--- src/rtl/dm12x8_buf.sv ---
// Buffered 1:2 demux for valid/ready flits: one FIFO per branch, one edge from input to branch head, no in-to-out comb path.
// in_ready reflects only the selected branch's fullness; a stalled branch never blocks the other.

module dm12x8_fifo #(
    parameter int WIDTH = 8,
    parameter int DEPTH = 2,
    parameter int CW    = 2
) (
    input  logic             clk,
    input  logic             reset_n,
    input  logic             push_i,
    input  logic [WIDTH-1:0] push_dat_i,
    input  logic             pop_i,
    output logic             full_o,
    output logic             vld_o,
    output logic [WIDTH-1:0] dat_o,
    output logic [CW-1:0]    count_o
);
    localparam int AW = (DEPTH > 1) ? $clog2(DEPTH) : 1;

    logic [WIDTH-1:0] mem_q [DEPTH];
    logic [AW-1:0]    wr_ptr_q, wr_ptr_d;
    logic [AW-1:0]    rd_ptr_q, rd_ptr_d;
    logic [CW-1:0]    cnt_q, cnt_d;
    logic             push_ok, pop_ok;

    assign full_o  = (cnt_q == CW'(DEPTH));
    assign vld_o   = (cnt_q != '0);
    assign count_o = cnt_q;
    assign dat_o   = vld_o ? mem_q[rd_ptr_q] : '0;

    // Full refuses a push even when a pop happens the same cycle.
    assign push_ok = push_i & ~full_o;
    assign pop_ok  = pop_i & vld_o;

    always_comb begin
        wr_ptr_d = wr_ptr_q;
        rd_ptr_d = rd_ptr_q;
        cnt_d    = cnt_q;
        if (push_ok) begin
            wr_ptr_d = wr_ptr_q + AW'(1);
        end
        if (pop_ok) begin
            rd_ptr_d = rd_ptr_q + AW'(1);
        end
        case ({push_ok, pop_ok})
            2'b10:   cnt_d = cnt_q + CW'(1);
            2'b01:   cnt_d = cnt_q - CW'(1);
            default: cnt_d = cnt_q;
        endcase
    end

    always_ff @(posedge clk or negedge reset_n) begin
        if (!reset_n) begin
            wr_ptr_q <= '0;
            rd_ptr_q <= '0;
            cnt_q    <= '0;
        end else begin
            wr_ptr_q <= wr_ptr_d;
            rd_ptr_q <= rd_ptr_d;
            cnt_q    <= cnt_d;
        end
    end

    always_ff @(posedge clk) begin
        if (push_ok) begin
            mem_q[wr_ptr_q] <= push_dat_i;
        end
    end
endmodule

module dm12x8_buf #(
    parameter int WIDTH = 8,
    parameter int DEPTH = 2,
    parameter int CW    = 2
) (
    input  logic             clk,
    input  logic             reset_n,
    input  logic             in_valid,
    input  logic             in_sel,
    input  logic [WIDTH-1:0] in_data,
    output logic             in_ready,
    output logic             a_valid,
    output logic [WIDTH-1:0] a_data,
    input  logic             a_ready,
    output logic [CW-1:0]    a_count,
    output logic             b_valid,
    output logic [WIDTH-1:0] b_data,
    input  logic             b_ready,
    output logic [CW-1:0]    b_count
);
    logic a_full, b_full;
    logic push_a, push_b;

    assign in_ready = in_sel ? ~b_full : ~a_full;
    assign push_a   = in_valid & in_ready & ~in_sel;
    assign push_b   = in_valid & in_ready &  in_sel;

    dm12x8_fifo #(.WIDTH(WIDTH), .DEPTH(DEPTH), .CW(CW)) u_fifo_a (
        .clk        (clk),
        .reset_n    (reset_n),
        .push_i     (push_a),
        .push_dat_i (in_data),
        .pop_i      (a_ready),
        .full_o     (a_full),
        .vld_o      (a_valid),
        .dat_o      (a_data),
        .count_o    (a_count)
    );

    dm12x8_fifo #(.WIDTH(WIDTH), .DEPTH(DEPTH), .CW(CW)) u_fifo_b (
        .clk        (clk),
        .reset_n    (reset_n),
        .push_i     (push_b),
        .push_dat_i (in_data),
        .pop_i      (b_ready),
        .full_o     (b_full),
        .vld_o      (b_valid),
        .dat_o      (b_data),
        .count_o    (b_count)
    );
endmodule

--- config.mk ---
export PLATFORM = sky130hd
export DESIGN_NAME = dm12x8_buf
export DESIGN_NICKNAME = d
export VERILOG_FILES = /design/src/rtl/dm12x8_buf.sv
export SDC_FILE = /design/constraint.sdc
export NUM_CORES = 1
export LEC_CHECK = 0
export CORE_MARGIN = 1
export CORE_UTILIZATION = 51
export CTS_BUF_LIST = sky130_fd_sc_hd__clkbuf_4 sky130_fd_sc_hd__clkbuf_8
export CTS_CLUSTER_DIAMETER = 80
export CTS_CLUSTER_SIZE = 28
export DETAILED_ROUTE_END_ITERATION = 10
export PLACE_DENSITY = 0.81
export SYNTH_ARGS = -nofsm -noshare
export SYNTH_HDL_FRONTEND = slang
export SYNTH_SLANG_ARGS = --single-unit
--- constraint.sdc ---
create_clock -name clk -period 1.95 [get_ports clk]
set_input_delay 0.195 -clock clk [delete_from_list [all_inputs] [get_ports clk]]
set_output_delay 0.195 -clock clk [all_outputs]
set_load 0.005 [all_outputs]
==> results.sh, run 1 <==
export IMPL_core_area_mm2=0.00303
export IMPL_place_ws_ns=0.255
export IMPL_yosys_area_share_simple_pct=9.62
export IMPL_dp_cells=190
export IMPL_synthesis_area_mm2=0.00163
export IMPL_rows=20
export IMPL_synth_compound_area_share_pct=0
export IMPL_dp_hpwl_um=1960
export IMPL_start_util_pct=53.7
export IMPL_fp_dieW_um=58.5
export IMPL_wl_per_cell_um=14.0
export IMPL_yosysUniqueCellTypes=15
export IMPL_critical_path_class="register to output pin"
export IMPL_avgViaCountPerCell=4.84
export IMPL_finalCriticalPeriod_ns=1.87
export IMPL_worst_pin_slew_ns=0.361
export IMPL_path_clk_slew_ns=0.10
export IMPL_grt_overflow=0
export IMPL_leakage_uw=0.000871
export IMPL_cpMaxStageDelayCell="dfrtp_2"
export IMPL_drv_slew=0
export IMPL_cts_tree="done"
export IMPL_area_growth_pct=34.9
export IMPL_io_pins=37
export IMPL_drcViolationCount=0
export IMPL_insertedDiodeCount=0
export IMPL_antenna_found_initial=0
export IMPL_layout_drive_gt1_share_pct=18.5
export IMPL_htree_num_levels=2
export IMPL_fmax_ghz=0.536
export IMPL_crit_fanout=5
export IMPL_r2r_worst_path_cells=6
export IMPL_fin_nets=172
export IMPL_place_gp_congestion=0.739
export IMPL_final_util_pct=72.5
export IMPL_ys_seq_area_share_pct=71.4
export IMPL_synthMuxAreaShare_pct=10.5
export IMPL_outcome="finished clean"
export IMPL_drv_cap=0
export IMPL_reg2reg_to="u_fifo_b.count_o[1]"
export IMPL_postSynthCellCount=105
export IMPL_first_pass_iters=4
export IMPL_maxSlewHeadroom_pct=75.8
export IMPL_period_share_pct=95.7
export IMPL_ys_ff_latch=40
export IMPL_vdd_drop_max_mv=0.736
export IMPL_yosys_warnings=0
export IMPL_path_cells="nand2b_1 > mux2_2 > clkdlybuf4s50_1"
export IMPL_rrSetupSlack_ns=0.44
export IMPL_clockRootBuffer="clkbuf_4"
export IMPL_setup_viol=0
export IMPL_synth_xor_area_share_pct=5.38
export IMPL_fillers=202
export IMPL_grt_max_degree=13
export IMPL_cp_start_kind="register"
export IMPL_cpPeakStageDelay_ns=0.45
export IMPL_crit_required_ns=1.75
export IMPL_seq_power_share_pct=41.6
export IMPL_port_buffers=36
export IMPL_fin_hold_ws_ns=0.128
export IMPL_internal_power_uw=2220
export IMPL_path_buf_inv=1
export IMPL_final_cell_area_mm2=0.00219
export IMPL_drt_met1_wl_um=1110
export IMPL_route_vias_total=973
export IMPL_top_layer="met4"
export IMPL_switchingPower_uw=934
export IMPL_grtUsageTotal_pct=18.5
export IMPL_skew_ns=0.00516
export IMPL_cts_buffers=5
export IMPL_syn_area_per_cell_um2=15.5
export IMPL_drt_iter0_drc=27
export IMPL_path_depth=3
export IMPL_crit_arrival_ns=1.67
export IMPL_dr_wl_met2_um=1500
export IMPL_comb_power_share_pct=41.6
export IMPL_clk_latency_ns=0.33
export IMPL_rsz0062_at_grt="yes"
export IMPL_grt_pass1_vias=944
export IMPL_clkSinkCount=40
export IMPL_sw_frac_of_total_pct=29.7
export IMPL_syn_num_nets=121
export IMPL_hold_path_class="primary input to asynchronous set/reset pin"
export IMPL_layout_cells_non_filler=201
export IMPL_synth_top_family_by_area="multiplexers"
export IMPL_critPathTopFamily="flip-flops"
export IMPL_die_area_mm2=0.00342
export IMPL_routed_wl_met3_um=161
export IMPL_cts_max_path_buffers=2
export IMPL_postRouteAntennaNets=0
export IMPL_clock_power_share_pct=16.8
export IMPL_reg2reg_from="u_fifo_b.count_o[1]"
export IMPL_synth_fa_ha_area_share_pct=1.54
export IMPL_grt_pass1_wl_um=4290
export IMPL_setup_slack_ns=0.0844
export IMPL_p_per_area_mw_per_mm2=1440
export IMPL_die_height_um=58.5
export IMPL_hold_violations=0
export IMPL_crit_path_end_kind="output pin"
export IMPL_routed_wl_um=2820
export IMPL_postCtsHoldBufs=0
export IMPL_post_dp_cell_area_mm2=0.00208
[worst reg2reg max path: cells and delay by family (launching register included)]
family	cells	cell delay, ns
flops	1	0.44
simple gates	3	0.31
fa+ha+maj	1	0.31
buf+inv	1	0.19
xor+xnor	1	0.18
[layout by cell type, fill, tap and decap left out]
cell type,netlist,layout
inv_1,4,4
mux2_2,1,1
clkinv_2,0,1
dfrtp_2,0,4
dlymetal6s2s_1,0,1
nor2_1,22,22
edfxtp_1,32,32
nand2b_1,2,2
mux2i_1,16,16
nand3_2,1,1
dfrtp_1,8,4
nor2_2,2,2
clkdlybuf4s50_1,0,35
ha_1,2,2
xor2_1,4,4
buf_4,0,10
bufinv_16,0,1
clkbuf_4,0,6
nor2b_4,2,2
nand3b_2,1,1
xnor2_1,6,6
[how the worst max path moves through the flow]
stage / startpoint / end
2_1_floorplan: u_fifo_a.count_o[1] / u_fifo_a.count_o[1]
3_3_place_gp: in_sel / in_ready
3_5_place_dp: in_sel / in_ready
4_1_cts: u_fifo_a.count_o[0] / in_ready
5_1_grt: u_fifo_a.count_o[0] / in_ready
6_report: u_fifo_a.count_o[0] / in_ready
[Yosys cell counts (all sizes together)]
| cell type | n | area [um2] |
|---|---|---|
| edfxtp | 32 | 961 |
| nor2 | 24 | 95.1 |
| mux2i | 16 | 160 |
| dfrtp | 8 | 200 |
| xnor2 | 6 | 52.6 |
| inv | 4 | 15.0 |
| xor2 | 4 | 35.0 |
| buf | 2 | 10.0 |
| ha | 2 | 25.0 |
| nand2b | 2 | 12.5 |
| nor2b | 2 | 27.5 |
| mux2 | 1 | 11.3 |
| nand3 | 1 | 10.0 |
| nand3b | 1 | 11.3 |
[state kept, by name, summed over array words and instances (netlist names)]
signal             flops
u_fifo_a.rd_ptr_q      1
u_fifo_b.wr_ptr_q      1
u_fifo_a.count_o       2
u_fifo_b.rd_ptr_q      1
u_fifo_b.mem_q        16
u_fifo_a.wr_ptr_q      1
u_fifo_a.mem_q        16
u_fifo_b.count_o       2
[what timing repair did]
item                                    CTS  global route
endpoints found under the setup margin   16             4
resized for setup                         2             3
buffers inserted                          0             3
pin swaps                                 0             0
[power by group through the flow]
stage               sequential, uW  combinational (uW)  clock (uW)
floorplan                     1220                 655           0
global placement              1320                1230           0
detailed placement            1330                1270           0
CTS                           1320                1280         551
global route                  1330                1410         583
finish                        1310                1310         530
[stage by stage]
step                power (uW)   TNS, ns
finish                    3150         0
global route              3330  -0.00451
CTS                       3150         0
detailed placement        2600         0
global placement          2550         0
floorplan                 1880         0
[logic make-up after synthesis]
| family | count (synthesis) |
|---|---|
| buffers and inverters | 6 |
| flip-flops | 40 |
| multiplexers | 17 |
| AND/OR/NAND/NOR | 30 |
| XOR/XNOR | 10 |
| adder cells (fa/ha/maj) | 2 |
[metal layers]
layer / up-vias / GRT usage, %
met5: - / 0
met4: 0 / 9.86
met3: 6 / 6.15
met2: 31 / 30.7
met1: 470 / 21.3
li1: 466 / -
[final cells by class]
cell class	count	area [um2]	share of cell area, %
Timing Repair Buffer	46	438	20.0
Inverter	4	15.0	0.684
Clock buffer	6	45.0	2.05
Sequential cell	40	1170	53.1
Multi-Input combinational cell	59	440	20.1
Clock inverter	2	35.0	1.60
Tap cell	44	55.1	2.51
No activity file was read; power rests on OpenSTA's default activity.
==> run 2, diff against run 1 <==
ABC_CLOCK_PERIOD_IN_PS = 1600   (was default)
CORE_UTILIZATION = 46   (was 51)
CTS_CLUSTER_SIZE = 16   (was 28)
PLACE_DENSITY = 0.77   (was 0.81)
clock period = 1.6 ns   (was 1.95 ns; I/O delays follow)
==> results.sh, run 2 (synthesis results as in run 1) <==
export IMPL_setup_viol=1
export IMPL_fmax_ghz=0.624
export IMPL_layout_drive_gt1_share_pct=32.9
export IMPL_first_pass_iters=4
export IMPL_drv_slew=0
export IMPL_clkSinkCount=40
export IMPL_rows=21
export IMPL_crit_arrival_ns=1.44
export IMPL_die_area_mm2=0.00378
export IMPL_htree_num_levels=2
export IMPL_crit_required_ns=1.44
export IMPL_dp_cells=199
export IMPL_grt_overflow=0
export IMPL_dp_hpwl_um=2210
export IMPL_final_util_pct=67.0
export IMPL_wl_per_cell_um=14.8
export IMPL_critical_path_class="register to output pin"
export IMPL_skew_ns=0.00512
export IMPL_hold_violations=0
export IMPL_fillers=269
export IMPL_port_buffers=36
export IMPL_start_util_pct=48.4
export IMPL_p_per_area_mw_per_mm2=1700
export IMPL_period_share_pct=100
export IMPL_drt_iter0_drc=35
export IMPL_grt_pass1_vias=1071
export IMPL_drv_cap=0
export IMPL_fin_hold_ws_ns=0.102
export IMPL_clockRootBuffer="clkbuf_4"
export IMPL_cpPeakStageDelay_ns=0.44
export IMPL_avgViaCountPerCell=4.79
export IMPL_setup_slack_ns=-0.00351
export IMPL_grt_max_degree=13
export IMPL_leakage_uw=0.000959
export IMPL_grt_pass1_wl_um=5090
export IMPL_cts_buffers=5
export IMPL_io_pins=37
export IMPL_grtUsageTotal_pct=20.3
export IMPL_area_growth_pct=38.5
export IMPL_crit_fanout=3
export IMPL_layout_cells_non_filler=216
export IMPL_fp_dieW_um=61.5
export IMPL_route_vias_total=1035
export IMPL_vdd_drop_max_mv=0.859
export IMPL_cpMaxStageDelayCell="dfrtp_1"
export IMPL_path_cells="nand2b_4 > mux2_2 > dlygate4sd2_1"
export IMPL_seqCellArea_mm2=0.00116
export IMPL_place_gp_congestion=0.722
export IMPL_final_cell_mix="32 x edfxtp_1, 21 x nor2_1, 19 x buf_4, 16 x mux2i_1, 15 x clkdlybuf4s50_1"
export IMPL_postRouteAntennaNets=0
export IMPL_crit_path_end_kind="output pin"
export IMPL_p_total_uw=3840
export IMPL_cp_start_kind="register"
export IMPL_postCtsHoldBufs=0
export IMPL_core_area_mm2=0.00336
export IMPL_maxSlewHeadroom_pct=74.0
export IMPL_antenna_found_initial=0
export IMPL_multiInputGateArea_um2=468
export IMPL_rsz0062_at_grt="yes"
export IMPL_path_clk_slew_ns=0.11
export IMPL_outcome="finished with violations"
export IMPL_routed_wl_um=3200
export IMPL_finalCriticalPeriod_ns=1.60
export IMPL_clk_latency_ns=0.33
export IMPL_fin_nets=186
export IMPL_tns_ns=-0.00351
export IMPL_die_height_um=61.5
export IMPL_cts_max_path_buffers=2
export IMPL_cts_tree="done"
export IMPL_drcViolationCount=0
export IMPL_violations="setup timing"
export IMPL_final_common_cell="edfxtp_1"
export IMPL_top_regs="u_fifo_a.mem_q: 16 flops, u_fifo_b.mem_q: 16 flops"
export IMPL_worst_pin_slew_ns=0.388
export IMPL_hold_path_class="primary input to asynchronous set/reset pin"
export IMPL_insertedDiodeCount=0
-- run 2: cell count changes in the layout (fill, tap and decap cells not counted), sizes merged, moves of 2 or more --
cell / before / now
clkdlybuf4s15: 0 / 2
buf: 10 / 24
clkbuf: 6 / 17
clkdlybuf4s50: 35 / 15
dlygate4sd2: 0 / 5
-- run 2: metrics by stage --
step	cell area, um2	setup WS, ns
2_1_floorplan	1630	0.141
3_3_place_gp	2140	-0.00797
3_5_place_dp	2140	-0.0190
4_1_cts	2280	-0.0509
5_1_grt	2250	-0.0622
6_report	2250	-0.00351
-- run 2: path summary, 6_finish.rpt --
check	from	endpoint	slack, ns	cells past startpoint
worst max-delay path	u_fifo_b.count_o[0]	in_ready	-0.004	3
worst min-delay path	reset_n	u_fifo_b.count_o[1]	0.10	1
worst max register to register	u_fifo_b.count_o[1]	u_fifo_b.count_o[1]	0.13	6
worst min register to register	u_fifo_b.wr_ptr_q	u_fifo_b.wr_ptr_q	0.52	1
max in group asynchronous	reset_n	u_fifo_a.count_o[1]	1.20	1
min in group clk	in_data[0]	u_fifo_a.mem_q[1][0]	0.46	1
-- run 2: what timing repair did --
action,in CTS,in global routing
setup buffers,9,2
endpoints found under the hold margin,0,0
setup endpoints to repair,19,20
pin swaps,3,1
gates resized for setup,38,23
-- run 2: metal layers --
layer	GRT usage (%)	vias up	wire length, um
li1	-	498	-
met1	25.4	503	1290
met2	32.5	24	1700
met3	5.46	10	145
met4	10.5	0	68
met5	0	-	0
-- run 2: critical path, delay by kind of cell, from the launching register on --
kind | cells | cell delay [ns]
buf+inv | 1 | 0.26
mux | 1 | 0.25
simple gates | 1 | 0.16
flops | 1 | 0.44
-- run 2: cell type report --
| type | count | share of cell area, % |
|---|---|---|
| multi-input cells | 59 | 20.8 |
| clock inverters | 2 | 0.555 |
| flip-flops and latches | 40 | 51.7 |
| repair buffers | 60 | 22.1 |
| inverters | 4 | 0.666 |
| well taps | 46 | 2.55 |
| clock buffers | 5 | 1.67 |
-- run 2: power by group --
group	internal [uW]	switching, uW	leakage, uW
Clock	160	301	0.0000271
Combinational	1060	826	0.000550
Sequential	1360	135	0.000383
==> run 3, diff against run 2 <==
CORE_ASPECT_RATIO = 1.5   (was default)
CTS_CLUSTER_SIZE = default   (was 16)
==> results.sh, run 3 (synthesis results as in run 1) <==
export IMPL_outcome="finished clean"
export IMPL_hold_violations=0
export IMPL_finalCriticalPeriod_ns=1.57
export IMPL_layout_drive_gt1_share_pct=36.0
export IMPL_leakage_uw=0.00102
export IMPL_io_pins=37
export IMPL_fin_nets=193
export IMPL_comb_power_share_pct=49.4
export IMPL_crit_arrival_ns=1.41
export IMPL_clk_latency_ns=0.29
export IMPL_grtUsageTotal_pct=18.5
export IMPL_path_cells="buf_4 > buf_12 > mux2i_1 > nor2_1 > clkdlybuf4s15_1"
export IMPL_rows=26
export IMPL_crit_fanout=5
export IMPL_switchingPower_uw=1310
export IMPL_grt_overflow=0
export IMPL_path_clk_slew_ns=0.07
export IMPL_postCtsHoldBufs=0
export IMPL_vdd_drop_max_mv=1.32
export IMPL_fin_hold_ws_ns=0.141
export IMPL_port_buffers=36
export IMPL_worst_pin_slew_ns=0.368
export IMPL_place_gp_congestion=0.727
export IMPL_drv_slew=0
export IMPL_cts_max_path_buffers=2
export IMPL_reg2reg_from="u_fifo_a.count_o[0]"
export IMPL_final_util_pct=70.8
export IMPL_area_growth_pct=47.2
export IMPL_wl_per_cell_um=14.1
export IMPL_die_area_mm2=0.00378
export IMPL_crit_path_end_kind="output pin"
export IMPL_drv_cap=0
export IMPL_clock_power_share_pct=15.5
export IMPL_period_share_pct=97.9
export IMPL_r2r_worst_path_cells=9
export IMPL_antenna_found_initial=0
export IMPL_htree_num_levels=2
export IMPL_fp_dieW_um=50.6
export IMPL_final_cell_mix="32 x edfxtp_1, 24 x buf_4, 21 x nor2_1, 16 x clkdlybuf4s50_1, 15 x mux2i_1"
export IMPL_cts_buffers=5
export IMPL_drt_iter0_drc=15
export IMPL_critical_path_class="register to output pin"
export IMPL_core_area_mm2=0.00338
export IMPL_clkSinkCount=40
export IMPL_first_pass_iters=5
export IMPL_crit_required_ns=1.44
export IMPL_cpPeakStageDelay_ns=0.41
export IMPL_maxSlewHeadroom_pct=75.4
export IMPL_hold_path_class="primary input to asynchronous set/reset pin"
export IMPL_insertedDiodeCount=0
export IMPL_fmax_ghz=0.638
export IMPL_drcViolationCount=0
export IMPL_met3_usage_pct=5.45
export IMPL_tns_ns=0
export IMPL_grt_pass1_wl_um=4770
export IMPL_final_common_cell="edfxtp_1"
export IMPL_cts_tree="done"
export IMPL_postRouteAntennaNets=0
export IMPL_cp_endpoint="b_data[6]"
export IMPL_grt_max_degree=13
export IMPL_cpMaxStageDelayCell="dfrtp_2"
export IMPL_p_per_area_mw_per_mm2=1780
export IMPL_sw_frac_of_total_pct=30.8
export IMPL_route_vias_total=1044
export IMPL_grtUsageMet2_pct=34.1
export IMPL_seq_power_share_pct=35.1
export IMPL_start_util_pct=48.1
export IMPL_avgViaCountPerCell=4.75
export IMPL_setup_viol=0
export IMPL_clockRootBuffer="clkbuf_8"
export IMPL_met1_usage_pct=18.4
export IMPL_rsz0062_at_grt="yes"
export IMPL_startpoint="u_fifo_b.rd_ptr_q"
export IMPL_grt_busiest_layer="met2"
export IMPL_dp_hpwl_um=2160
export IMPL_skew_ns=0.00591
export IMPL_die_height_um=74.8
export IMPL_routed_wl_um=3100
export IMPL_grt_pass1_vias=1066
export IMPL_rrSetupSlack_ns=0.08
export IMPL_reg2reg_to="u_fifo_a.count_o[1]"
export IMPL_top_regs="u_fifo_a.mem_q: 16 flops, u_fifo_b.mem_q: 16 flops"
export IMPL_internal_power_uw=2950
export IMPL_cp_start_kind="register"
==> run 3: worst min path at each step <==
stage / to / slack [ns] / depth (start not counted)
after floorplan: u_fifo_a.count_o[0] / -0.14 / 0
after global placement: u_fifo_b.count_o[0] / 0.46 / 1
after detailed placement: u_fifo_b.count_o[0] / 0.47 / 1
after CTS: u_fifo_b.count_o[0] / 0.16 / 1
after global routing: u_fifo_b.count_o[0] / 0.17 / 1
final: u_fifo_a.rd_ptr_q / 0.14 / 1
==> run 3: final cells by class <==
type | instances | area (um2)
multi-input cells | 59 | 484
clock buffers | 7 | 83.8
clock inverters | 1 | 5.00
well taps | 42 | 52.6
flip-flops and latches | 40 | 1160
inverters | 4 | 15.0
fillers | 230 | 988
repair buffers | 67 | 589
==> run 3: timing repair <==
item,in CTS,in global routing
pin swaps,4,4
setup endpoints to repair,19,17
buffers inserted,9,5
hold endpoints to repair,0,0
gates resized for setup,37,25
cloned,0,0
==> run 3: power groups by stage <==
stage	Combinational [uW]	Clock [uW]	Sequential, uW
2_1_floorplan	799	0	1490
3_3_place_gp	1790	0	1510
3_5_place_dp	1840	0	1530
4_1_cts	1960	671	1500
5_1_grt	2280	722	1510
6_report	2110	660	1500
==> run 3: routing by layer <==
metal  vias to the layer above  wire length, um  part of all wire (%)
met5                         -                0                     0
met4                         0               87                   2.8
met3                         7              133                   4.3
met2                        26             1780                    57
met1                       505             1100                    35
li1                        506                -                     -
==> run 3: metrics by stage <==
| step | std cells | power (uW) | cell area (um2) | setup slack, ns |
|---|---|---|---|---|
| CTS | 215 | 4130 | 2350 | -0.180 |
| global placement | 198 | 3300 | 2180 | 0.0186 |
| global route | 220 | 4510 | 2390 | -0.00686 |
| detailed placement | 198 | 3370 | 2180 | -0.00180 |
| floorplan | 105 | 2290 | 1630 | 0.141 |
| finish | 220 | 4260 | 2390 | 0.0328 |
==> run 3: critical path: cells and delay by family (launching register included) <==
kind          cells  cell delay, ns
buf+inv           3            0.49
flops             1            0.41
mux               1            0.11
simple gates      1            0.11
